## config.mk

```make
export PLATFORM = sky130hd
export DESIGN_NAME = cipher_round_seq
export DESIGN_NICKNAME = d
export VERILOG_FILES = /design/src/rtl/cipher_round_seq.sv
export SDC_FILE = /design/constraint.sdc
export NUM_CORES = 1
export LEC_CHECK = 0
export CAP_MARGIN = 40
export CELL_PAD_IN_SITES_DETAIL_PLACEMENT = 2
export CELL_PAD_IN_SITES_GLOBAL_PLACEMENT = 2
export CORE_AREA = 2 2 360 362
export CTS_CLUSTER_DIAMETER = 30
export CTS_CLUSTER_SIZE = 24
export DETAILED_ROUTE_END_ITERATION = 7
export DIE_AREA = 0 0 362 364
export PLACE_DENSITY = 0.5
export SYNTH_ARGS = -nofsm -noshare
export SYNTH_HDL_FRONTEND = slang
export SYNTH_SLANG_ARGS = --single-unit
```

## constraint.sdc

```tcl
create_clock -name clk -period 36.9 [get_ports clk]
set_input_delay 7.38 -clock clk [delete_from_list [all_inputs] [get_ports clk]]
set_output_delay 7.38 -clock clk [all_outputs]
set_load 0.1 [all_outputs]
```

## src/rtl/cipher_round_seq.sv

```systemverilog
// Iteration sequencer for an external cipher round function: initial key add, then NUM_ROUNDS rounds.
// Define CIPHER_ROUND_SEQ_PREFETCH_EN to add a one-deep request buffer for back-to-back operation.
module cipher_round_seq #(
  parameter int DATA_W     = 128,
  parameter int KEY_W      = 128,
  parameter int NUM_ROUNDS = 10
) (
  input  logic              clk,
  input  logic              rst,
  input  logic              load_i,
  input  logic [DATA_W-1:0] data_i,
  input  logic [KEY_W-1:0]  key_i,
  input  logic              abort_i,
  output logic              ready_o,
  output logic              busy_o,
  output logic              done_o,
  output logic [DATA_W-1:0] data_o,
  output logic [DATA_W-1:0] rnd_data_o,
  output logic [KEY_W-1:0]  rnd_key_o,
  output logic              rnd_first_o,
  output logic              rnd_final_o,
  output logic [7:0]        rnd_const_o,
  input  logic [DATA_W-1:0] rnd_data_i,
  input  logic [KEY_W-1:0]  rnd_key_i
);

  localparam int CNT_W = $clog2(NUM_ROUNDS + 1);
  localparam logic [CNT_W-1:0] LAST_CNT = CNT_W'(NUM_ROUNDS);

  typedef enum logic {IDLE = 1'b0, RUN = 1'b1} state_t;

  state_t              fsm_reg;
  logic [CNT_W-1:0]    cnt_reg;
  logic [7:0]          rc_reg;
  logic [7:0]          rc_next;
  logic [DATA_W-1:0]   blk_reg;
  logic [KEY_W-1:0]    key_reg;
  logic [DATA_W-1:0]   data_out_reg;
  logic                done_reg;
  logic                is_run;
  logic                is_last;
  logic                load_ok;

`ifdef CIPHER_ROUND_SEQ_PREFETCH_EN
  logic                pend_valid_reg;
  logic [DATA_W-1:0]   pend_data_reg;
  logic [KEY_W-1:0]    pend_key_reg;
`endif

  // GF(2^8) doubling with the AES reduction polynomial.
  assign rc_next = {rc_reg[6:0], 1'b0} ^ (rc_reg[7] ? 8'h1B : 8'h00);

  assign is_run  = (fsm_reg == RUN);
  assign is_last = is_run && (cnt_reg == LAST_CNT);

`ifdef CIPHER_ROUND_SEQ_PREFETCH_EN
  assign ready_o = ~rst & (~is_run | ~pend_valid_reg);
`else
  assign ready_o = ~rst & ~is_run;
`endif

  // Abort takes priority over any request presented in the same cycle.
  assign load_ok = load_i & ready_o & ~abort_i;

  always_ff @(posedge clk or posedge rst) begin
    if (rst) begin
      fsm_reg        <= IDLE;
      cnt_reg        <= '0;
      rc_reg         <= '0;
      blk_reg        <= '0;
      key_reg        <= '0;
      data_out_reg   <= '0;
      done_reg       <= 1'b0;
`ifdef CIPHER_ROUND_SEQ_PREFETCH_EN
      pend_valid_reg <= 1'b0;
      pend_data_reg  <= '0;
      pend_key_reg   <= '0;
`endif
    end else begin
      done_reg <= 1'b0;
      case (fsm_reg)
        IDLE: begin
          if (load_ok) begin
            fsm_reg <= RUN;
            blk_reg <= data_i;
            key_reg <= key_i;
            cnt_reg <= '0;
            rc_reg  <= 8'h01;
          end
        end
        RUN: begin
          if (abort_i) begin
            fsm_reg <= IDLE;
            cnt_reg <= '0;
            rc_reg  <= '0;
`ifdef CIPHER_ROUND_SEQ_PREFETCH_EN
            pend_valid_reg <= 1'b0;
`endif
          end else if (is_last) begin
            data_out_reg <= rnd_data_i;
            done_reg     <= 1'b1;
            blk_reg      <= rnd_data_i;
            key_reg      <= rnd_key_i;
            cnt_reg      <= '0;
`ifdef CIPHER_ROUND_SEQ_PREFETCH_EN
            // Chain straight into the next block so busy never drops.
            if (pend_valid_reg) begin
              blk_reg        <= pend_data_reg;
              key_reg        <= pend_key_reg;
              rc_reg         <= 8'h01;
              pend_valid_reg <= 1'b0;
            end else if (load_ok) begin
              blk_reg <= data_i;
              key_reg <= key_i;
              rc_reg  <= 8'h01;
            end else begin
              fsm_reg <= IDLE;
              rc_reg  <= '0;
            end
`else
            fsm_reg <= IDLE;
            rc_reg  <= '0;
`endif
          end else begin
            blk_reg <= rnd_data_i;
            key_reg <= rnd_key_i;
            cnt_reg <= cnt_reg + 1'b1;
            if (cnt_reg != '0) begin
              rc_reg <= rc_next;
            end
`ifdef CIPHER_ROUND_SEQ_PREFETCH_EN
            if (load_ok) begin
              pend_valid_reg <= 1'b1;
              pend_data_reg  <= data_i;
              pend_key_reg   <= key_i;
            end
`endif
          end
        end
        default: fsm_reg <= IDLE;
      endcase
    end
  end

  assign busy_o      = is_run;
  assign done_o      = done_reg;
  assign data_o      = data_out_reg;
  assign rnd_data_o  = blk_reg;
  assign rnd_key_o   = key_reg;
  assign rnd_first_o = is_run && (cnt_reg == '0);
  assign rnd_final_o = is_last;
  assign rnd_const_o = (is_run && (cnt_reg != '0)) ? rc_reg : 8'h00;

endmodule

```

After elaboration in Yosys (flattened, before gate mapping)
Index checks and enable logic that the tools add are counted. Widths: inputs -> output; s select.

Equality and inequality tests: 4. Add/subtract/negate cells: 1. Multiplexer cells: 24. Reductions and logical operators: 8. Bitwise gates (word level): 7.

Operators with widths (number): $mux 128 (4); $pmux 128 s2 (2); $mux 8 (5); $pmux 8 s2 (1); $mux 4 (3); $pmux 4 s2 (1); $xor 8x5->8 (1); $mux 1 (6); $mux 5 (1); $add 4x1->4 const B (1); $eq 4x4->1 const B (1); $logic_not 4->1 (1); $ne 2x2->1 const B (2); $ne 4x3->1 const B (1); $reduce_and 2->1 (2); $reduce_bool 4->1 (1); $and 1x1->1 (3); $logic_and 1x1->1 (3); $not 1->1 (3); $reduce_and 3->1 (1); $pmux 1 s2 (1).

Input port bits: 516. Register bits after elaboration: 398. Output and inout port bits: 397. Logic and storage cells: 51.

Logic depth before layout (Yosys ltp)
Gate-level depths: netlist of the first run.

Word-level depth: 6. Depth in mapped cells: 7. Depth with buffers taken out: 5.

Worst setup path after synthesis of the first run
OpenSTA, ideal clock, no wires.

Path type: input port to output port. Start point: input rst. End point: output ready_o. Data arrival time: 8.631 ns. Data required time: 29.520 ns. Path buffers: 0. Stages: 1. Setup slack: 20.889 ns. Path through: nor2_1.

Word-level cells in the longest chain between the ends: 2.

RTL lines: from (decl) (line 9) `input logic rst,`; $not 1->1 (line 59) `assign ready_o = ~rst & ~is_run;`; $and 1x1->1 (line 59); to (decl) (line 14) `output logic ready_o,`.

No other way between the ends.

Final worst setup path of the first run
Ends and elaborated chain as after synthesis.

==> results of run 1 <==
## metal layers
metal | wire length [um] | share of wire | GRT usage
met3 | 5960 | 0.063 | 0.0462
met5 | 53 | 0.00056 | 0
met4 | 2330 | 0.025 | 0.0529
met1 | 33600 | 0.36 | 0.145
met2 | 52300 | 0.55 | 0.264
## worst max-delay path: stages
cell                              delay (ns)
sky130_fd_sc_hd__clkdlybuf4s50_1        0.68
sky130_fd_sc_hd__nor2_1                 0.33
sky130_fd_sc_hd__clkdlybuf4s50_1        0.59
sky130_fd_sc_hd__buf_8                  0.21
## kinds of logic (layout without fill, tap and decap cells)
| group | count (synthesis) | in the layout | share of synthesized area |
|---|---|---|---|
| xor gates and xnor gates | 4 | 4 | 0.00195 |
| and+or+nand+nor | 26 | 26 | 0.00885 |
| other | 0 | 20 | 0 |
| DFF | 398 | 398 | 0.555 |
| muxes | 642 | 642 | 0.403 |
| AOI/OAI and AO/OA | 16 | 16 | 0.00739 |
| adders and majority gates | 3 | 3 | 0.00209 |
| buffers and inverters | 80 | 1601 | 0.0222 |
## per-stage QoR
step,area (um^2),util
after floorplan,17900,-
after global placement,29000,0.226
after detailed placement,38800,0.302
after CTS,43700,0.341
after global routing,43700,0.341
final,43700,0.341
## path summary, 6_finish.rpt
check / slack (ns) / endpoint / cells past startpoint
setup / recovery: 20.31 / ready_o / 4
hold / removal: 0.48 / data_o[22] / 1
setup reg to reg: 33.28 / rnd_key_o[116] / 8
hold reg to reg: 0.48 / data_o[22] / 1
max in group asynchronous: 26.58 / rnd_data_o[33] / 6
min in group asynchronous: 7.35 / data_o[126] / 2
## cells in the final DEF, fill, tap and decap left out, types with 3 or more instances in the layout
master,count
sky130_fd_sc_hd__clkdlybuf4s50_1,910
sky130_fd_sc_hd__mux2_2,532
sky130_fd_sc_hd__dfrtp_1,397
sky130_fd_sc_hd__buf_16,303
sky130_fd_sc_hd__clkbuf_16,149
sky130_fd_sc_hd__mux2_1,109
sky130_fd_sc_hd__buf_8,98
sky130_fd_sc_hd__clkbuf_8,43
sky130_fd_sc_hd__clkinv_2,29
sky130_fd_sc_hd__clkbuf_1,26
sky130_fd_sc_hd__diode_2,20
sky130_fd_sc_hd__buf_4,18
sky130_fd_sc_hd__and2_1,8
sky130_fd_sc_hd__a22o_1,7
sky130_fd_sc_hd__inv_1,4
sky130_fd_sc_hd__nand2_1,4
sky130_fd_sc_hd__o2bb2ai_1,4
sky130_fd_sc_hd__xor2_1,4
sky130_fd_sc_hd__inv_6,4
sky130_fd_sc_hd__bufinv_16,4
sky130_fd_sc_hd__nor2_1,3
sky130_fd_sc_hd__ha_1,3
sky130_fd_sc_hd__clkinv_16,3
sky130_fd_sc_hd__inv_16,3
sky130_fd_sc_hd__clkinv_8,3
## power breakdown
part           switching, uW  internal (uW)  leakage (uW)
clock                    352            845       0.00245
combinational            837            653        0.0108
sequential              52.1            520       0.00484
## cell type report
type	count	share of cell area
Sequential cell	398	0.228
Clock inverter	46	0.0114
Antenna cell	20	0.00114
Inverter	6	0.000686
Tap cell	1675	0.0479
Multi-Input combinational cell	691	0.174
Timing Repair Buffer	1331	0.436
Clock buffer	218	0.101
==> metrics.md, run 1 <==
| Metric | Value |
|---|---|
| Status | `complete, no violations` |
| Area of all sequential standard cells | `9960 um^2` |
| Horizontal die dimension | `362 um` |
| Post-cts hold buffer count | `0` |
| Final Cycle Share | `0.450` |
| Number of hold violations in the final report | `0` |
| Buffers inserted by post-CTS timing repair | `0` |
| Final HPWL from detailed placement | `72.5 mm` |
| Total of fill cells in the finished design | `between 10000 and 15000` |
| Antenna violations before repair | `24` |
| Clock transition at the register clock pins on the worst setup and hold paths after CTS | `0.04 ns` |
| Yosys cell types | `31` |
| Area of the die | `approximately 130000 um^2` |
| Combined global-route utilization of all metal layers | `0.141` |
| Post-layout worst setup margin | `20.31 ns` |
| RSZ-0062 raised after global routing | `false` |
| Worst hold path type | `reg -> reg` |
| CTS tree | `done` |
| Worst-case clock buffer depth | `3` |
| Synthesized area per cell | `15.4 um^2` |
| VDD IR max | `approximately 0.049 mV` |
| Clock insertion delay at the later pin of the skew report | `between 0.7 and 0.8 ns` |
| Total power density per cell area | `74.5 nW/um^2` |
| Maximum number of pins on one net before global-route repair | `101` |
| Post-Route Skew | `approximately 0.017 ns` |
| Worst R2R Start | `busy_o` |
| Effective utilization at floorplan | `0.140` |
| Num CTS Buffers | `between 100 and 150` |
| Top cells by area, synth | `sky130_fd_sc_hd__dfrtp_1 (55%), sky130_fd_sc_hd__mux2_2 (33%), sky130_fd_sc_hd__mux2_1 (6.8%), sky130_fd_sc_hd__buf_2 (1.3%), sky130_fd_sc_hd__buf_4 (0.46%)` |
| Post-detailed-route count of antenna-violating nets | `0` |
| Fin cells | `4385` |
| Worst-Margin Slew | `0.839 ns` |
| Average wire per cell in the routed design | `about 21 um` |
| Overall power after layout | `about 3300 uW` |
| Final-layout setup total negative slack | `0 ns` |
| Category of the critical setup timing path | `in -> out` |
| Final period demand of the worst path | `16.59 ns` |
| Number of enable flip-flop cells after synthesis | `0` |
| Area fraction of the dominant cell type after synthesis | `0.555` |
| Vias | `~16000` |
| Routed Wire Length | `94.2 mm` |
| Relative area change from synthesis to final layout | `144%` |
| Row Count | `132` |
| Number of slew-limit violations in the final report | `0` |
| DIE HEIGHT | `364 um` |
| First-pass GRT wire length | `136 mm` |
| Critical path startpoint | `rst` |
| GRT overflow | `0` |
| Crit path DAT | `a little over 9 ns` |
| Pre-CTS setup slack | `20.25 ns` |
| Number of synthesized register bits | `398` |
| Placed Instances | `4101` |
| Count of input and output buffers | `912` |
| CP required | `a little under 30 ns` |
| CTS H-tree lvls | `4` |
| Layout cells sized above 1 | `0.445` |
| Root Buffer | `sky130_fd_sc_hd__clkbuf_16` |
| Biggest fanout along the worst timing path | `4` |
| Library cell with the largest summed area after synthesis | `sky130_fd_sc_hd__dfrtp_1` |
| Global placement routability congestion | `0.754` |
| Type of origin of the critical path | `input pin` |
| Number of max-capacitance violations reported | `0` |
| Kind of end point of the critical path | `primary output` |
| Cells after Synth | `1169` |
| Total area of multi-input combinational cells | `7610 um^2` |
| Number of synthesis warnings | `0` |
| Setup-violating endpoint count in the final report | `0` |
| Worst hold slack | `0.483 ns` |
| Via count of the first global-routing pass | `19400` |
| Pre-Repair DR Iteration Count | `4` |
| Number of top-level pins | `913` |
| Headroom to the max-slew limit | `0.440` |
| Number of gates resized after CTS | `0` |
| Most instantiated library cell after synthesis | `sky130_fd_sc_hd__mux2_2` |
| Commonest cells in the netlist | `sky130_fd_sc_hd__mux2_2 (532), sky130_fd_sc_hd__dfrtp_1 (398), sky130_fd_sc_hd__mux2_1 (109)` |
| Core Area | `128000 um^2` |
| Portion of the post-synthesis area used by sequential elements | `0.555` |
| CTS sink cnt | `398` |
| Post-Synthesis Net Count | `1688` |
| DR DRC count | `0` |
| Min-delay src | `data_o[22]` |
| Fmax | `0.0603 GHz` |
| Number of nets in the layout | `3094` |
| Initial drt markers | `343` |
| Netlist Area Pre-Place | `17900 um^2` |
| Average vias per placed instance | `around 3.7` |
| Async S/R FF share, synth | `1.00` |
| Static leakage power | `around 0.018 uW` |
| Post-synth top flop | `sky130_fd_sc_hd__dfrtp_1` |
Note: power is estimated with default switching activity, not from simulation.
==> run 2: changes to the inputs <==
Settings changed: CORE_AREA 2 2 360 362 to 2 2 357 359, DIE_AREA 0 0 362 364 to 0 0 359 361, PLACE_DENSITY 0.5 to 0.52.
Clock period 36.9 ns to 13.7 ns, I/O delays scaled along.
==> run 2 against run 1 <==
Against the previous run: clock power rose to 2.7 times the previous value; register-to-register slack worse by 23 ns; clock skew up 0.0092 ns; non-clock buffer count down 2; sequential power rose to 2.7 times the previous value; die area down 1.6%; combinational power rose to 2.7 times the previous value; utilization up 0.96 points; worst setup slack worse by 14 ns; wire length up 4.2%; sequential share of layout area down 0.11 points; critical endpoint unchanged; largest cell class unchanged; largest power group unchanged; highest routed layer unchanged.
==> metrics.md, run 2 (synthesized netlist as in run 1, its figures left out) <==
| Metric | Value |
|---|---|
| Post-cts hold buffer count | `0 (unchanged)` |
| Worst hold path type | `reg -> reg` |
| Vias | `16100 (+0.39%)` |
| Gate power share | `0.458 (about the same)` |
| Global placement routability congestion | `0.804 (+6.6%)` |
| Final HPWL from detailed placement | `74.7 mm (+3.1%)` |
| Post-route design area | `44000 um^2 (+0.47%)` |
| GRT overflow | `0 (unchanged)` |
| Worst hold slack | `0.480 ns (-0.00222 ns)` |
| Overall power after layout | `8900 uW (+170%)` |
| Row Count | `130 (-1.5%)` |
| Cell repeated most along the worst path | `sky130_fd_sc_hd__clkdlybuf4s50_1` |
| Total power density per cell area | `203 nW/um^2 (+170%)` |
| CTS tree | `done` |
| Setup-violating endpoint count in the final report | `0 (unchanged)` |
| Biggest fanout along the worst timing path | `4 (unchanged)` |
| VDD IR max | `0.118 mV (+140%)` |
| Number of top-level pins | `913 (unchanged)` |
| Min-Delay Path Depth | `1 (unchanged)` |
| Post-Route Skew | `0.0265 ns (+0.00921 ns)` |
| CP Depth | `4 (unchanged)` |
| Fin cells | `4350 (-0.80%)` |
| Core Area | `125000 um^2 (-2.3%)` |
| Clock insertion delay at the later pin of the skew report | `0.76 ns (+0.04 ns)` |
| Number of max-capacitance violations reported | `0 (unchanged)` |
| Cell area reported after detailed placement | `39000 um^2 (+0.50%)` |
| Cell Int Power | `5510 uW (+170%)` |
| RSZ-0062 raised after global routing | `false` |
| Leading cell types in the layout, fill and taps excluded | `sky130_fd_sc_hd__clkdlybuf4s50_1 (910), sky130_fd_sc_hd__mux2_2 (532), sky130_fd_sc_hd__dfrtp_1 (397), sky130_fd_sc_hd__buf_16 (320), sky130_fd_sc_hd__clkbuf_16 (149)` |
| Status | `complete, no violations` |
| First-pass GRT wire length | `143 mm (+4.9%)` |
| Number of slew-limit violations in the final report | `0 (unchanged)` |
| Number of nets in the layout | `3090 (-0.13%)` |
| CTS H-tree lvls | `4 (unchanged)` |
| Area of the die | `130000 um^2 (-1.6%)` |
| Post-detailed-route count of antenna-violating nets | `0 (unchanged)` |
| Category of the critical setup timing path | `in -> out` |
| Final Cycle Share | `0.510` |
| Sw frac | `0.382 (+0.000800)` |
| DR DRC count | `0 (unchanged)` |
| Kind of cell adding the most delay to the critical path | `buffers and inverters` |
| Worst-case clock buffer depth | `3 (unchanged)` |
| Buffers inserted by post-CTS timing repair | `0 (unchanged)` |
| Most common library cell in the layout ignoring fill and taps | `sky130_fd_sc_hd__clkdlybuf4s50_1` |
| Cell-by-cell trace of the critical path | `clkdlybuf4s50_1, nor2_1, clkdlybuf4s50_1, buf_16` |
| Total area of multi-input combinational cells | `7610 um^2 (unchanged)` |
| Final-layout setup total negative slack | `0 ns (unchanged)` |
| DIE HEIGHT | `361 um (-0.82%)` |
| Number of hold violations in the final report | `0 (unchanged)` |
| Effective utilization at floorplan | `0.143 (+0.00326)` |
| Worst-Margin Slew | `1.23 ns (+0.388 ns)` |
| CP required | `10.96 ns (-18.56 ns)` |
| CTS sink cnt | `398 (unchanged)` |
| Maximum number of pins on one net before global-route repair | `153 (+51%)` |
| Number of gates resized after CTS | `0 (unchanged)` |
| Relative area change from synthesis to final layout | `145%` |
| Clock transition at the register clock pins on the worst setup and hold paths after CTS | `0.04 ns (about the same)` |
| Placed Instances | `4074 (-0.66%)` |
| Num CTS Buffers | `145 (-1.4%)` |
| Average wire per cell in the routed design | `22.6 um (+5.1%)` |
| Number of buffer and inverter stages on the critical path | `3 (unchanged)` |
| Cell count of the worst reg-to-reg path | `6 (-2)` |
| R2R Setup Slk | `10.09 ns (-23.19 ns)` |
| Pre-Repair DR Iteration Count | `4 (unchanged)` |
| Headroom to the max-slew limit | `0.182 (-0.258)` |
| Clock network fraction of design power | `0.369 (+0.002)` |
| Layout cells sized above 1 | `0.444 (-0.00124)` |
| CP max stage delay | `0.60 ns (-0.08 ns)` |
| Combined global-route utilization of all metal layers | `0.151 (+0.00968)` |
| Switching power of the nets | `3400 uW (+170%)` |
| Type of origin of the critical path | `input pin` |
| Initial drt markers | `319 (-7.0%)` |
| Total of fill cells in the finished design | `12300 (-2.6%)` |
| Count of input and output buffers | `912 (unchanged)` |
| Area of all sequential standard cells | `9960 um^2 (unchanged)` |
| Final period demand of the worst path | `6.99 ns` |
| Via count of the first global-routing pass | `19700 (+1.9%)` |
| Static leakage power | `0.0182 uW (+0.43%)` |
| Crit path DAT | `4.25 ns (-4.96 ns)` |
| Routed Wire Length | `98.2 mm (+4.2%)` |
| Kind of end point of the critical path | `primary output` |
| Fmax | `approximately 0.14 GHz` |
| Relative contribution of sequential cells to total power | `0.173 (-0.003)` |
| Antenna violations before repair | `26 (+8.3%)` |
| Average vias per placed instance | `3.70 (+1.2%)` |
| Horizontal die dimension | `359 um (-0.83%)` |
| Cell type of the slowest stage on the worst timing path | `sky130_fd_sc_hd__clkdlybuf4s50_1` |
| Root Buffer | `sky130_fd_sc_hd__clkbuf_16` |
## run 2: cell count changes in the layout (fill, tap and decap cells not counted), sizes merged
cell | before | now
clkbuf | 218 | 201
buf | 421 | 419
bufinv | 4 | 11
clkinvlp | 0 | 3
inv | 13 | 9
clkinv | 35 | 42
diode | 20 | 16
## run 2: path summary, 6_finish.rpt
path / startpoint / to
min in group asynchronous: rst / data_o[105]
setup / recovery: rst / ready_o
setup reg to reg: busy_o / rnd_key_o[100]
max in group asynchronous: rst / rnd_key_o[99]
hold / removal: data_o[8] / data_o[8]
hold reg to reg: data_o[8] / data_o[8]
## run 2: power by group through the flow
stage	combinational, uW	sequential (uW)	clock (uW)
global placement	2750	1530	0
CTS	4120	1550	3370
detailed placement	4090	1550	0
floorplan	355	3120	0
finish	4070	1540	3290
global route	4180	1570	3440
## run 2: through the flow
step | setup slack [ns] | util
4_1_cts | 6.69 | 0.350
3_3_place_gp | 6.31 | 0.231
5_1_grt | 6.65 | 0.350
3_5_place_dp | 6.73 | 0.311
2_1_floorplan | 5.60 | -
6_report | 6.71 | 0.351
## run 2: layer usage
metal	wire, um	up-vias	GRT usage
li1	-	7116	-
met1	34100	8111	0.149
met2	55000	660	0.288
met3	5990	182	0.0483
met4	2970	14	0.0624
met5	94	-	0
## run 2: cell type report
type | instances | share of cell area
clock buffer | 201 | 0.0952
sequential | 398 | 0.227
multi-input combinational | 691 | 0.173
tap | 1650 | 0.0470
timing repair buffer | 1329 | 0.439
antenna | 16 | 0.000911
clock inverter | 59 | 0.0172
inverter | 6 | 0.000598
==> run 3: changes to the inputs <==
Settings changed: CORE_AREA 2 2 357 359 to 2 2 353 355, DIE_AREA 0 0 359 361 to 0 0 355 357, PLACE_DENSITY 0.52 to 0.51.
Clock period 13.7 ns to 6.75 ns, I/O delays scaled along.
==> run 3 against run 2 <==
Against the previous run: non-clock buffer count rose by 3; sequential cell count did not move; sequential share of layout area rose by 0.093 points; clock skew rose by 0.010 ns; critical path type is now reg -> out; largest power group unchanged; highest routed layer unchanged.
==> metrics.md, run 3 (synthesized netlist as in run 1, its figures left out) <==
| Metric | Value |
|---|---|
| Status | `complete, no violations` |
| GRT overflow | `0 (unchanged)` |
| Clock transition at the register clock pins on the worst setup and hold paths after CTS | `0.04 ns (about the same)` |
| Root Buffer | `sky130_fd_sc_hd__clkbuf_16` |
| Effective utilization at floorplan | `0.146 (+0.00281)` |
| Clock network fraction of design power | `0.367 (-0.002)` |
| Count of input and output buffers | `912 (unchanged)` |
| Static leakage power | `0.0181 uW (-0.26%)` |
| DIE HEIGHT | `357 um (-1.1%)` |
| Number of hold violations in the final report | `0 (unchanged)` |
| Worst hold path type | `reg -> reg` |
| Headroom to the max-slew limit | `0.435 (+0.253)` |
| Relative contribution of sequential cells to total power | `0.175 (+0.002)` |
| Number of gates resized after CTS | `0 (unchanged)` |
| VDD IR max | `0.269 mV (+130%)` |
| Cell count of the worst reg-to-reg path | `5 (-1)` |
| CTS H-tree lvls | `4 (unchanged)` |
| RSZ-0062 raised after global routing | `false` |
| Cell type of the slowest stage on the worst timing path | `sky130_fd_sc_hd__dfrtp_4` |
| Total power density per cell area | `410 nW/um^2 (+100%)` |
| Kind of end point of the critical path | `primary output` |
| Average wire per cell in the routed design | `22.7 um (+0.64%)` |
| Worst R2R Start | `busy_o` |
| Clock insertion delay at the later pin of the skew report | `0.75 ns (about the same)` |
| Post-cts hold buffer count | `0 (unchanged)` |
| Buffers inserted by post-CTS timing repair | `0 (unchanged)` |
| Critical path startpoint | `busy_o` |
| Switching power of the nets | `6870 uW (+100%)` |
| Setup-violating endpoint count in the final report | `0 (unchanged)` |
| Category of the critical setup timing path | `reg -> out` |
| Average vias per placed instance | `3.73 (+0.84%)` |
| Post-detailed-route count of antenna-violating nets | `0 (unchanged)` |
| R2R Setup Slk | `3.48 ns (-6.61 ns)` |
| Most common library cell in the layout ignoring fill and taps | `sky130_fd_sc_hd__clkdlybuf4s50_1` |
| Gate power share | `0.458 (about the same)` |
| Core Area | `123000 um^2 (-1.9%)` |
| Sw frac | `0.383 (+0.00132)` |
| Number of top-level pins | `913 (unchanged)` |
| Pre-Repair DR Iteration Count | `5 (+1)` |
| Number of nets in the layout | `3098 (+0.26%)` |
| Critical path endpoint | `rnd_const_o[1]` |
| Routed Wire Length | `99.0 mm (+0.75%)` |
| Final-layout setup total negative slack | `0 ns (unchanged)` |
| Leading cell types in the layout, fill and taps excluded | `sky130_fd_sc_hd__clkdlybuf4s50_1 (911), sky130_fd_sc_hd__mux2_2 (532), sky130_fd_sc_hd__dfrtp_1 (397), sky130_fd_sc_hd__buf_16 (300), sky130_fd_sc_hd__clkbuf_16 (154)` |
| Vias | `16200 (+0.95%)` |
| CP max stage delay | `0.93 ns (+0.33 ns)` |
| Cell-by-cell trace of the critical path | `inv_2, nor2_1, and2_1, clkdlybuf4s50_1, buf_8` |
| Fmax | `slightly above 0.2 GHz` |
| Final period demand of the worst path | `4.86 ns` |
| Type of origin of the critical path | `flop` |
| Number of slew-limit violations in the final report | `0 (unchanged)` |
| Final Cycle Share | `0.719` |
| Antenna violations before repair | `31 (+19%)` |
| Relative area change from synthesis to final layout | `144%` |
| Reg-to-reg endpoint | `rnd_data_o[37]` |
| CTS sink cnt | `398 (unchanged)` |
| Layout cells sized above 1 | `0.445 (+0.000785)` |
| Horizontal die dimension | `355 um (-1.1%)` |
| Post-layout worst setup margin | `1.89 ns (-4.81 ns)` |
| Biggest fanout along the worst timing path | `57 (+53)` |
| First-pass GRT wire length | `142 mm (-0.95%)` |
| Initial drt markers | `384 (+20%)` |
| Worst-Margin Slew | `0.847 ns (-0.380 ns)` |
| CTS tree | `done` |
| CP required | `5.40 ns (-5.56 ns)` |
| Number of max-capacitance violations reported | `0 (unchanged)` |
| Post-Route Skew | `0.0369 ns (+0.0104 ns)` |
| Global placement routability congestion | `0.840 (+4.5%)` |
| Area of the die | `127000 um^2 (-2.2%)` |
| Worst-case clock buffer depth | `3 (unchanged)` |
| Final HPWL from detailed placement | `75.8 mm (+1.5%)` |
| Cell Int Power | `11100 uW (+100%)` |
| Combined global-route utilization of all metal layers | `0.154 (+0.00360)` |
| Maximum number of pins on one net before global-route repair | `115 (-25%)` |
| Pre-CTS setup slack | `2.55 ns (-4.18 ns)` |
| Row Count | `129 (-0.77%)` |
| Num CTS Buffers | `150 (+3.4%)` |
| Crit path DAT | `3.51 ns (-0.74 ns)` |
| Via count of the first global-routing pass | `19800 (+0.27%)` |
| DR DRC count | `0 (unchanged)` |
==> run 3: cell types whose count changed in the layout (fill, tap and decap cells not counted), sizes merged <==
cell	before	now
clkinvlp	3	1
inv	9	10
diode	16	23
clkdlybuf4s50	910	911
clkinv	42	38
bufinv	11	2
buf	419	421
clkbuf	201	223
==> run 3: cell type report <==
type                            instances  area (um^2)
Sequential cell                       398         9960
Fill cell                           12200        79200
Inverter                                6         26.3
Timing Repair Buffer                 1332        19100
Antenna cell                           23         57.6
Clock inverter                         45          423
Multi-Input combinational cell        691         7610
Clock buffer                          223         4510
Tap cell                             1637         2050
==> run 3: worst min-delay path by stage <==
stage	endpoint	slack, ns	start	cells past startpoint
after floorplan	rc_reg[5]	0.48	rc_reg[5]	1
after global placement	data_o[46]	0.47	data_o[46]	1
after detailed placement	data_o[28]	0.48	data_o[28]	1
after CTS	data_o[55]	0.48	data_o[55]	1
after global routing	data_o[53]	0.50	data_o[53]	1
final	data_o[28]	0.48	data_o[28]	1
==> run 3: critical path, delay by kind of cell (launching register included) <==
| kind | cells | cell delay (ns) |
|---|---|---|
| buf+inv | 3 | 0.98 |
| flops | 1 | 0.93 |
| simple gates | 2 | 0.82 |
==> run 3: per-layer routing <==
metal / up-vias / GRT usage / share of wire
met5: - / 0 / 0.00079
met4: 10 / 0.0788 / 0.036
met3: 185 / 0.0545 / 0.069
met2: 683 / 0.290 / 0.56
met1: 8204 / 0.147 / 0.33
li1: 7154 / - / -
==> run 3: power by group through the flow <==
stage	combinational [uW]	sequential (uW)	clock, uW
after detailed placement	8260	3160	0
after global routing	8430	3200	6920
after global placement	5570	3120	0
final	8220	3140	6580
after floorplan	720	6330	0
after CTS	8310	3150	6770
==> run 3: metrics by stage <==
step | hold slack [ns] | instances | total power [uW] | instance area (um^2) | util
floorplan | 0.480 | 1169 | 7050 | 18000 | -
global placement | 0.467 | 3663 | 8690 | 29000 | 0.236
detailed placement | 0.476 | 4064 | 11400 | 38800 | 0.315
CTS | 0.485 | 4332 | 18200 | 43700 | 0.355
global route | 0.500 | 4354 | 18600 | 43800 | 0.356
finish | 0.481 | 4355 | 17900 | 43800 | 0.356
